File: src/rtl/sonar_pkg.sv
// Shared sonar types: ping sequencer state encoding, default sample/TOF widths and saturating magnitude.
package sonar_pkg;

  localparam int SAMPLE_W = 21;
  localparam int TOF_W    = 22;

  typedef enum logic [2:0] {
    S_IDLE,
    S_TX,
    S_BLANK,
    S_LISTEN,
    S_REPORT,
    S_HOLDOFF
  } state_t;

  // |v| for a w-bit signed value carried sign-extended in 32 bits; the most negative code clips to 2^(w-1)-1.
  function automatic logic [31:0] sat_abs(input logic signed [31:0] v, input int w);
    logic [31:0] lim;
    logic [31:0] mag;
    lim = (32'd1 << (w - 1)) - 32'd1;
    mag = (v < 0) ? 32'(-v) : 32'(v);
    return (mag > lim) ? lim : mag;
  endfunction

endpackage

File: src/rtl/ping_sequencer_if.sv
// Control, sample-stream and report signals of one ping sequencer.
// master = controller/sample source side, slave = the sequencer.
interface ping_sequencer_if #(
  parameter int SAMPLE_W = sonar_pkg::SAMPLE_W,
  parameter int TOF_W    = sonar_pkg::TOF_W
);
  logic                       start;
  logic                       auto_mode;
  logic                       abort;
  logic [SAMPLE_W-2:0]        threshold;
  logic                       sample_valid;
  logic signed [SAMPLE_W-1:0] sample_data;
  logic                       tx_drive;
  logic                       tx_active;
  logic                       rx_window;
  logic                       busy;
  logic                       done;
  logic                       echo_hit;
  logic [TOF_W-1:0]           echo_tof;
  logic [SAMPLE_W-2:0]        echo_peak;

  modport master (
    output start, auto_mode, abort, threshold, sample_valid, sample_data,
    input  tx_drive, tx_active, rx_window, busy, done, echo_hit, echo_tof, echo_peak
  );

  modport slave (
    input  start, auto_mode, abort, threshold, sample_valid, sample_data,
    output tx_drive, tx_active, rx_window, busy, done, echo_hit, echo_tof, echo_peak
  );
endinterface

File: src/rtl/tone_gen.sv
// Gated square-wave burst: BURST_CYCLES periods of 2*HALF_PERIOD clks, high half first, from the first enabled cycle.
// burst_done is high in the last cycle of the last period; dropping en resets the divider at once.
module tone_gen #(
  parameter int HALF_PERIOD  = 600,
  parameter int BURST_CYCLES = 8
) (
  input  logic clk,
  input  logic reset,
  input  logic en,
  output logic tx_drive,
  output logic burst_done
);
  localparam int DW = $clog2(HALF_PERIOD + 1);
  localparam int PW = $clog2(BURST_CYCLES + 1);

  logic [DW-1:0] r_div;
  logic          r_phase;
  logic [PW-1:0] r_per;
  logic          w_half_end;

  assign w_half_end = (r_div == DW'(HALF_PERIOD - 1));

  always_ff @(posedge clk) begin
    if (reset || !en) begin
      r_div   <= '0;
      r_phase <= 1'b0;
      r_per   <= '0;
    end else if (w_half_end) begin
      r_div   <= '0;
      r_phase <= ~r_phase;
      if (r_phase) r_per <= r_per + 1'b1;
    end else begin
      r_div <= r_div + 1'b1;
    end
  end

  assign tx_drive   = en && !r_phase;
  assign burst_done = en && w_half_end && r_phase && (r_per == PW'(BURST_CYCLES - 1));
endmodule

File: src/rtl/ping_sequencer.sv
// One sonar ping: TX burst, blanking, listen window with echo confirm, one-cycle report, optional auto-repeat.
// TX starts the edge after start; abort returns to IDLE on the next edge; start while busy is dropped.
module ping_sequencer #(
  parameter int HALF_PERIOD  = 600,
  parameter int BURST_CYCLES = 8,
  parameter int BLANK_CLKS   = 24000,
  parameter int LISTEN_CLKS  = 1440000,
  parameter int HOLDOFF_CLKS = 480000,
  parameter int SAMPLE_W     = sonar_pkg::SAMPLE_W,
  parameter int CONFIRM      = 3,
  parameter int TOF_W        = sonar_pkg::TOF_W
) (
  input logic             clk,
  input logic             reset,
  ping_sequencer_if.slave bus
);
  import sonar_pkg::*;

  localparam int RW = $clog2(CONFIRM + 1);

  state_t              r_state;
  state_t              w_next;
  logic [31:0]         r_cnt;
  logic [TOF_W-1:0]    r_tof;
  logic [TOF_W-1:0]    r_run_tof;
  logic [TOF_W-1:0]    r_echo_tof;
  logic [RW-1:0]       r_run;
  logic                r_hit;
  logic [SAMPLE_W-2:0] r_peak;
  logic [SAMPLE_W-2:0] w_mag;
  logic                w_qual;
  logic                w_enter_tx;
  logic                w_burst_done;
  logic                w_tone_drive;

  tone_gen #(
    .HALF_PERIOD (HALF_PERIOD),
    .BURST_CYCLES(BURST_CYCLES)
  ) u_tone (
    .clk       (clk),
    .reset     (reset),
    .en        (r_state == S_TX),
    .tx_drive  (w_tone_drive),
    .burst_done(w_burst_done)
  );

  always_comb begin
    w_next = r_state;
    case (r_state)
      S_IDLE:    if (bus.start) w_next = S_TX;
      S_TX:      if (w_burst_done) w_next = S_BLANK;
      S_BLANK:   if (r_cnt == 32'(BLANK_CLKS - 1)) w_next = S_LISTEN;
      S_LISTEN:  if (r_cnt == 32'(LISTEN_CLKS - 1)) w_next = S_REPORT;
      S_REPORT:  w_next = bus.auto_mode ? S_HOLDOFF : S_IDLE;
      S_HOLDOFF: if (r_cnt == 32'(HOLDOFF_CLKS - 1)) w_next = S_TX;
      default:   w_next = S_IDLE;
    endcase
    if (bus.abort) w_next = S_IDLE;
  end

  assign w_enter_tx = (w_next == S_TX) && (r_state != S_TX);

  // r_cnt restarts at 0 on every state change, so it is the dwell time in the current state.
  always_ff @(posedge clk) begin
    if (reset) begin
      r_state <= S_IDLE;
      r_cnt   <= '0;
    end else begin
      r_state <= w_next;
      r_cnt   <= (w_next != r_state) ? 32'd0 : r_cnt + 32'd1;
    end
  end

  // Time of flight counts from the first TX cycle (value 0) and sticks at all-ones.
  always_ff @(posedge clk) begin
    if (reset || r_state == S_IDLE || w_enter_tx) r_tof <= '0;
    else if (r_tof != '1) r_tof <= r_tof + 1'b1;
  end

  assign w_mag  = (SAMPLE_W-1)'(sat_abs(32'(bus.sample_data), SAMPLE_W));
  assign w_qual = (w_mag >= bus.threshold);

  always_ff @(posedge clk) begin
    if (reset || w_enter_tx) begin
      r_hit      <= 1'b0;
      r_echo_tof <= '0;
      r_peak     <= '0;
      r_run      <= '0;
      r_run_tof  <= '0;
    end else if (r_state == S_LISTEN && bus.sample_valid) begin
      if (w_mag > r_peak) r_peak <= w_mag;
      if (w_qual) begin
        if (r_run == '0) r_run_tof <= r_tof;
        if (r_run != RW'(CONFIRM)) r_run <= r_run + 1'b1;
        if (!r_hit && r_run == RW'(CONFIRM - 1)) begin
          r_hit      <= 1'b1;
          r_echo_tof <= (r_run == '0) ? r_tof : r_run_tof;
        end
      end else begin
        r_run <= '0;
      end
    end
  end

  assign bus.tx_drive  = w_tone_drive;
  assign bus.tx_active = (r_state == S_TX);
  assign bus.rx_window = (r_state == S_LISTEN);
  assign bus.busy      = (r_state != S_IDLE);
  assign bus.done      = (r_state == S_REPORT);
  assign bus.echo_hit  = r_hit;
  assign bus.echo_tof  = r_echo_tof;
  assign bus.echo_peak = r_peak;
endmodule
File: src/flat_wrapper.sv
// flat-port wrapper written by rule: the top's interface ports become plain ports
module ping_sequencer_flat import sonar_pkg::*;
#(
  parameter int HALF_PERIOD  = 600,
  parameter int BURST_CYCLES = 8,
  parameter int BLANK_CLKS   = 24000,
  parameter int LISTEN_CLKS  = 1440000,
  parameter int HOLDOFF_CLKS = 480000,
  parameter int SAMPLE_W     = sonar_pkg::SAMPLE_W,
  parameter int CONFIRM      = 3,
  parameter int TOF_W        = sonar_pkg::TOF_W
)
  (clk, reset, bus_start, bus_auto_mode, bus_abort, bus_threshold, bus_sample_valid, bus_sample_data, bus_tx_drive, bus_tx_active, bus_rx_window, bus_busy, bus_done, bus_echo_hit, bus_echo_tof, bus_echo_peak);
  ping_sequencer_if #(.SAMPLE_W(SAMPLE_W), .TOF_W(TOF_W)) bus_i ();
  input logic clk;
  input logic reset;
  input wire logic [$bits(bus_i.start)-1:0] bus_start;
  input wire logic [$bits(bus_i.auto_mode)-1:0] bus_auto_mode;
  input wire logic [$bits(bus_i.abort)-1:0] bus_abort;
  input wire logic [$bits(bus_i.threshold)-1:0] bus_threshold;
  input wire logic [$bits(bus_i.sample_valid)-1:0] bus_sample_valid;
  input wire logic [$bits(bus_i.sample_data)-1:0] bus_sample_data;
  output wire logic [$bits(bus_i.tx_drive)-1:0] bus_tx_drive;
  output wire logic [$bits(bus_i.tx_active)-1:0] bus_tx_active;
  output wire logic [$bits(bus_i.rx_window)-1:0] bus_rx_window;
  output wire logic [$bits(bus_i.busy)-1:0] bus_busy;
  output wire logic [$bits(bus_i.done)-1:0] bus_done;
  output wire logic [$bits(bus_i.echo_hit)-1:0] bus_echo_hit;
  output wire logic [$bits(bus_i.echo_tof)-1:0] bus_echo_tof;
  output wire logic [$bits(bus_i.echo_peak)-1:0] bus_echo_peak;
  assign bus_i.start = bus_start;
  assign bus_i.auto_mode = bus_auto_mode;
  assign bus_i.abort = bus_abort;
  assign bus_i.threshold = bus_threshold;
  assign bus_i.sample_valid = bus_sample_valid;
  assign bus_i.sample_data = bus_sample_data;
  assign bus_tx_drive = bus_i.tx_drive;
  assign bus_tx_active = bus_i.tx_active;
  assign bus_rx_window = bus_i.rx_window;
  assign bus_busy = bus_i.busy;
  assign bus_done = bus_i.done;
  assign bus_echo_hit = bus_i.echo_hit;
  assign bus_echo_tof = bus_i.echo_tof;
  assign bus_echo_peak = bus_i.echo_peak;
  ping_sequencer #(.HALF_PERIOD(HALF_PERIOD), .BURST_CYCLES(BURST_CYCLES), .BLANK_CLKS(BLANK_CLKS), .LISTEN_CLKS(LISTEN_CLKS), .HOLDOFF_CLKS(HOLDOFF_CLKS), .SAMPLE_W(SAMPLE_W), .CONFIRM(CONFIRM), .TOF_W(TOF_W)) u_core (.clk(clk), .reset(reset), .bus(bus_i));
endmodule
File: config.mk
export PLATFORM = sky130hd
export DESIGN_NAME = ping_sequencer_flat
export DESIGN_NICKNAME = d
export VERILOG_FILES = /design/src/rtl/sonar_pkg.sv /design/src/rtl/ping_sequencer_if.sv /design/src/rtl/tone_gen.sv /design/src/rtl/ping_sequencer.sv /design/src/flat_wrapper.sv
export SDC_FILE = /design/constraint.sdc
export NUM_CORES = 1
export LEC_CHECK = 0
export CAP_MARGIN = 25
export CORE_ASPECT_RATIO = 0.75
export CORE_MARGIN = 4
export CORE_UTILIZATION = 46
export CTS_CLUSTER_DIAMETER = 30
export DETAILED_ROUTE_END_ITERATION = 10
export DONT_BUFFER_PORTS = 1
export SLEW_MARGIN = 15
export SYNTH_ARGS = -nofsm -noshare
export SYNTH_HDL_FRONTEND = slang
export SYNTH_HIERARCHICAL = 1
export SYNTH_SLANG_ARGS = --single-unit
File: constraint.sdc
create_clock -name clk -period 12.5 [get_ports clk]
set_clock_uncertainty 0.2 [all_clocks]
set_input_delay 1.25 -clock clk [delete_from_list [all_inputs] [get_ports clk]]
set_output_delay 1.25 -clock clk [all_outputs]
set_load 0.005 [all_outputs]
==> results of run 1 <==
-- path summary, 6_finish.rpt --
| check | endpoint | slack (ns) |
|---|---|---|
| worst max register to register | u_core/bus.echo_peak[7] | 8.91 |
| worst min-delay path | u_core/u_tone/r_div[0] | 0.26 |
| worst max-delay path | u_core/bus.echo_peak[13] | 6.76 |
| worst min register to register | u_core/u_tone/r_div[0] | 0.26 |
-- cells in the final DEF (no fill, tap or decap), drive strengths merged, types with 14 or more instances in the layout --
| master | n |
|---|---|
| a21oi | 94 |
| a311oi | 40 |
| and3 | 19 |
| clkbuf | 20 |
| dfxtp | 139 |
| ha | 48 |
| inv | 50 |
| mux2i | 29 |
| nand2 | 62 |
| nand3 | 54 |
| nand4 | 26 |
| nor2 | 85 |
| nor4 | 14 |
| o21ai | 39 |
| xnor2 | 14 |
| xor2 | 48 |
-- routing by layer --
| metal | global-route usage (%) | vias to the layer above | share of wire, % |
|---|---|---|---|
| li1 | - | 3355 | - |
| met1 | 29.6 | 3023 | 53 |
| met2 | 26.9 | 180 | 40 |
| met3 | 5.15 | 20 | 6.0 |
| met4 | 5.86 | 0 | 1.3 |
| met5 | 0 | - | 0 |
-- through the flow --
| step | cell area [um2] | total power [uW] | worst slack (ns) | utilization (%) |
|---|---|---|---|---|
| 3_3_place_gp | 7900 | 543 | 6.47 | 48.4 |
| 2_1_floorplan | 7800 | 523 | 7.00 | - |
| 6_report | 8510 | 1060 | 6.76 | 52.2 |
| 4_1_cts | 8510 | 1070 | 6.90 | 52.2 |
| 3_5_place_dp | 7900 | 543 | 6.46 | 48.4 |
| 5_1_grt | 8510 | 1100 | 6.51 | 52.2 |
-- registers in the layout, indices dropped and copies added (netlist names) --
signal / flops
u_core/bus.echo_hit: 1
u_core/bus.echo_peak: 20
u_core/bus.echo_tof: 22
u_core/r_cnt: 32
u_core/r_run: 2
u_core/r_run_tof: 22
u_core/r_state: 3
u_core/r_tof: 22
u_core/u_tone/r_div: 10
u_core/u_tone/r_per: 4
u_core/u_tone/r_phase: 1
-- cell type report --
| class | count | area share (%) |
|---|---|---|
| Clock inverter | 12 | 1.90 |
| Sequential cell | 139 | 32.7 |
| Inverter | 48 | 2.12 |
| Multi-Input combinational cell | 689 | 54.0 |
| Tap cell | 210 | 3.09 |
| Timing Repair Buffer | 10 | 0.882 |
| Clock buffer | 20 | 5.36 |
-- logic make-up (layout without fill, tap and decap cells) --
logic type                 count (synthesis)  after routing  synth area share (%)
xor gates and xnor gates                  62             62                  6.96
and+or+nand+nor                          331            331                  21.9
DFF                                      139            139                  35.7
buffers and inverters                    104             90                  5.85
muxes                                     29             29                  3.72
adders and majority gates                 48             48                  7.70
AOI/OAI and AO/OA                        219            219                  18.2
-- critical path, delay by kind of cell --
kind                     cells  cell delay, ns
AND/OR/NAND/NOR              7            3.50
adder cells (fa/ha/maj)      2            0.37
AO/OA/AOI/OAI                3            0.70
buffers and inverters        1            0.05
-- report_power, final --
part           switching (uW)  internal, uW
logic                    59.3          28.9
registers                1.37           444
clock network             204           326
total                     264           799
==> run_results.csv, run 1 <==
group,metric,value,unit
timing,min_period,5.74,ns
min_path,hp-class,"register to register",
finish,nets,1000,
timing,worstMarginPinSlew,0.993,ns
setup_path,r2r-start,"u_core/u_tone/r_div[0]",
placed_design,dp_hpwl,12.9,mm
timing,max_freq,174,MHz
global_routing,grt_start_max_net_pins,69,
detailed_routing,ant_nets,0,
timing,whs,0.263,ns
clock_tree,clkTransAtPathRegs,0.06,ns
timing,drv_slew,0,
finish,num_antenna_cells,0,
power_and_ir_drop,powerDensity,125,nW/um2
timing,relSlewSlack,32.1,%
detailed_routing,via_count,6578,
synth,yosys-top-cells-count,"dfxtp_1, a21oi_1, nor2_1, nand2_1, nand3_1",
detailed_routing,wire_per_inst,16.6,um
setup_path,path_max_fanout,20,
detailed_routing,routed_via_density,5.83,
clock_tree,clockBufferDepth,2,
setup_path,crit_required,12.64,ns
clock_tree,cts_made_buffers,17,
setup_path,start_kind,"input port",
setup_path,cpPeakStageDelay,0.74,ns
clock_tree,cts_resized,0,
synth,syn_inst,932,
status,status,"finished clean",
synth,synth_top_area_share,35.7,%
clock_tree,root_buffer,"clkbuf_16",
synth,yosys-top-cells-area,"dfxtp_1, ha_1, a21oi_1",
global_routing,grt_use_total,19.6,%
clock_tree,clk_latency,0.42,ns
clock_tree,cts_max_level,4,
global_routing,grt_pass1_wl,30.6,mm
setup_path,worst_setup_path_end_kind,"register",
clock_tree,postCtsSetupBuffers,0,
power_and_ir_drop,ir_drop,0.0000888,V
finish,layout.cells.non_filler,1128,
placed_design,placed_cells,1096,
detailed_routing,drc_errors,0,
setup_path,startpoint,"bus_sample_data[0]",
finish,multi_input_area,4590,um2
clock_tree,cts.sinks,139,
floorplan,die_h,121,um
global_routing,antenna_found_initial,0,
setup_path,crit_chain,"inv_1, ha_1, or4b_2, nor4_1, nand2_1, nand2_1, ha_1, nand4_1, or4_1, a21o_1, nand3_1, a21oi_1, a311oi_4",
synth,synth-edff-count,0,
synth,syn-cell-area,7800,um2
synth,avgSynthCellArea,8.37,um2
floorplan,fp-row-count,40,
synth,synth_seq_cells,139,
placed_design,place.gp.congestion,0.883,
setup_path,crit_type,"input port to register",
global_routing,grt_pass1_vias,5924,
synth,synth_most_common_cell,"dfxtp_1",
synth,synth_top_area_cell,"dfxtp_1",
clock_tree,hold_buffers,0,
timing,finalSetupViolCount,0,
detailed_routing,first_pass_iters,5,
setup_path,arrival,5.88,ns
finish,nFillCells,1573,
finish,drive_above_1_share,6.54,%
synth,ys.flop_type,"dfxtp_1",
synth,yosysWarnings,6,
floorplan,initial_utilization,47.8,%
finish,register_area,2780,um2
job,maxCapViolations,0,
detailed_routing,drt_iter0_drc,525,
synth,async_flop_share,0,%
timing,hold_viol,0,
floorplan,die-area,19100,um2
timing,rsz0062_at_grt,"no",
floorplan,fp.dieW,158,um
timing,tns,0,ns
synth,yosysSeqAreaShare,35.7,%
global_routing,gr-total-overflow,0,
synth,synth_nets,1027,
setup_path,rr_worst_depth,10,
floorplan,io_pins,95,
floorplan,core_area,16300,um2
min_path,hold_depth,1,
finish,areaGrowthSynthToFinish,9.11,%
min_path,hp-start,"u_core/u_tone/r_div[0]",
synth,synth_cell_types,60,
timing,fin_crit_sh,45.9,%
setup_path,cp_slowest_cell,"or4b_2",
detailed_routing,routed_wl,18.7,mm
clock_tree,cts_tree,"yes",
placed_design,numPortBuffers,0,
power_and_ir_drop,leakage,0.00302,uW
Power figures use the tool's default switching activity.
==> run 2: changes to the inputs <==
clock period = 5.9 ns   (was 12.5 ns; I/O delays follow)
==> run_results.csv, run 2 (synthesis results as in run 1) <==
group,metric,value,unit
status,status,"finished clean",
detailed_routing,first_pass_iters,5,
power_and_ir_drop,p_sw_share,23.1,%
timing,hold_viol,0,
global_routing,grt_use_met1,30.0,%
power_and_ir_drop,leakage,0.00307,uW
timing,relSlewSlack,35.5,%
floorplan,die-area,19100,um2
placed_design,dp_hpwl,13.1,mm
power_and_ir_drop,powerDensity,272,nW/um2
setup_path,r2r_end,"u_core/r_run[1]",
finish,final_cell_mix,"dfxtp_1, a21oi_1, nor2_1",
setup_path,r2r-start,"u_core/u_tone/r_div[0]",
global_routing,grt_pass1_wl,30.8,mm
setup_path,crit_required,6.04,ns
detailed_routing,routed_wl,18.5,mm
finish,drive_above_1_share,6.74,%
timing,rsz0062_at_grt,"no",
placed_design,place_ws,0.746,ns
finish,multi_input_area,4590,um2
clock_tree,cts_made_buffers,17,
setup_path,crit_type,"input port to register",
power_and_ir_drop,seqPwrFrac,40.3,%
global_routing,antenna_found_initial,0,
detailed_routing,drc_errors,0,
detailed_routing,via_count,6551,
clock_tree,hold_buffers,0,
floorplan,io_pins,95,
finish,areaGrowthSynthToFinish,10.2,%
finish,largest_reg_flops,32,
clock_tree,cts_max_level,4,
detailed_routing,wire_per_inst,16.4,um
clock_tree,clockBufferDepth,2,
power_and_ir_drop,total_power,2340,uW
setup_path,start_kind,"input port",
detailed_routing,routed_via_density,5.80,
timing,max_freq,209,MHz
global_routing,grt_pass1_vias,6026,
timing,worst_slack,1.12,ns
timing,finalSetupViolCount,0,
clock_tree,clk_latency,0.42,ns
timing,min_period,4.78,ns
floorplan,initial_utilization,47.8,%
setup_path,startpoint,"bus_sample_data[7]",
finish,nFillCells,1512,
power_and_ir_drop,combPwrFrac,8.2,%
detailed_routing,drt_iter0_drc,490,
clock_tree,postCtsSetupBuffers,0,
floorplan,die_h,121,um
floorplan,fp-row-count,40,
clock_tree,clkTransAtPathRegs,0.06,ns
clock_tree,cts.sinks,139,
clock_tree,root_buffer,"clkbuf_16",
setup_path,rr_worst_depth,10,
floorplan,fp.dieW,158,um
power_and_ir_drop,p_int,1800,uW
setup_path,path_max_fanout,18,
job,maxCapViolations,0,
global_routing,grt-busiest-layer,"met1",
setup_path,r2r_slack,1.99,ns
setup_path,worst_setup_path_end_kind,"register",
finish,nets,1003,
power_and_ir_drop,ir_drop,0.000195,V
clock_tree,cts_resized,0,
setup_path,arrival,4.92,ns
setup_path,crit_end,"u_core/bus.echo_peak[13]",
finish,register_area,2780,um2
global_routing,use_met3,4.40,%
power_and_ir_drop,p_switching,540,uW
timing,fin_crit_sh,81.0,%
clock_tree,cts_tree,"yes",
timing,whs,0.0365,ns
global_routing,grt_use_total,19.7,%
finish,layout_commonest_cell,"dfxtp_1",
timing,tns,0,ns
placed_design,place.gp.congestion,0.877,
min_path,hp-class,"input port to register",
timing,worstMarginPinSlew,0.943,ns
global_routing,gr-total-overflow,0,
global_routing,grt_start_max_net_pins,51,
finish,registers.top_by_ff_count,"u_core/r_cnt",
global_routing,grt.met2_usage,27.4,%
detailed_routing,ant_nets,0,
placed_design,numPortBuffers,0,
timing,drv_slew,0,
floorplan,core_area,16300,um2
finish,num_antenna_cells,0,
power_and_ir_drop,p_clk_share,51.5,%
[run 2: changes by cell type in the layout (fill, tap and decap cells not counted), sizes merged]
cell,previous run,this run
clkinv,4,2
clkinvlp,3,1
clkbuf,20,22
buf,10,13
bufinv,3,5
inv,50,49
[run 2: layout make-up]
class / instances / area share [%]
multi-input combinational: 689 / 53.4
sequential: 139 / 32.4
clock buffer: 22 / 5.63
tap: 210 / 3.06
clock inverter: 9 / 2.14
inverter: 48 / 2.10
timing repair buffer: 13 / 1.28
[run 2: critical path: stages]
cell and delay [ns]:
or3_1 0.51, or4_4 0.59, or4_1 0.85, nand2_1 0.20, ha_1 0.16, nand4_1 0.20
or4_1 0.53, a21o_1 0.18, nand3_1 0.60, a21oi_1 0.21, a311oi_4 0.28
[run 2: power by group through the flow]
stage	logic, uW	clock network [uW]	registers [uW]
final	192	1210	944
after global routing	217	1270	944
after CTS	192	1240	944
after detailed placement	191	0	964
after global placement	191	0	964
after floorplan	145	0	963
[run 2: worst min path at each step]
stage / from / end / slack (ns) / cells after the start
2_1_floorplan: u_core/r_cnt[0] / u_core/r_cnt[0] / 0.23 / 1
3_3_place_gp: u_core/u_tone/r_div[0] / u_core/u_tone/r_div[0] / 0.25 / 1
3_5_place_dp: u_core/u_tone/r_div[0] / u_core/u_tone/r_div[0] / 0.26 / 1
4_1_cts: reset / u_core/r_state[0] / 0.01 / 1
5_1_grt: reset / u_core/r_state[1] / 0.03 / 1
6_report: reset / u_core/r_state[0] / 0.04 / 1
[run 2: stage by stage]
step	instance area (um2)	instances	utilization [%]
global placement	7930	1099	48.6
finish	8600	1130	52.7
detailed placement	7930	1099	48.6
CTS	8600	1130	52.7
floorplan	7800	932	-
global route	8600	1130	52.7
[run 2: metal layers]
layer | part of all wire (%) | vias to the layer above
met1 | 53 | 3049
met3 | 5.2 | 17
met4 | 1.3 | 0
met2 | 40 | 129
li1 | - | 3356
met5 | 0 | -
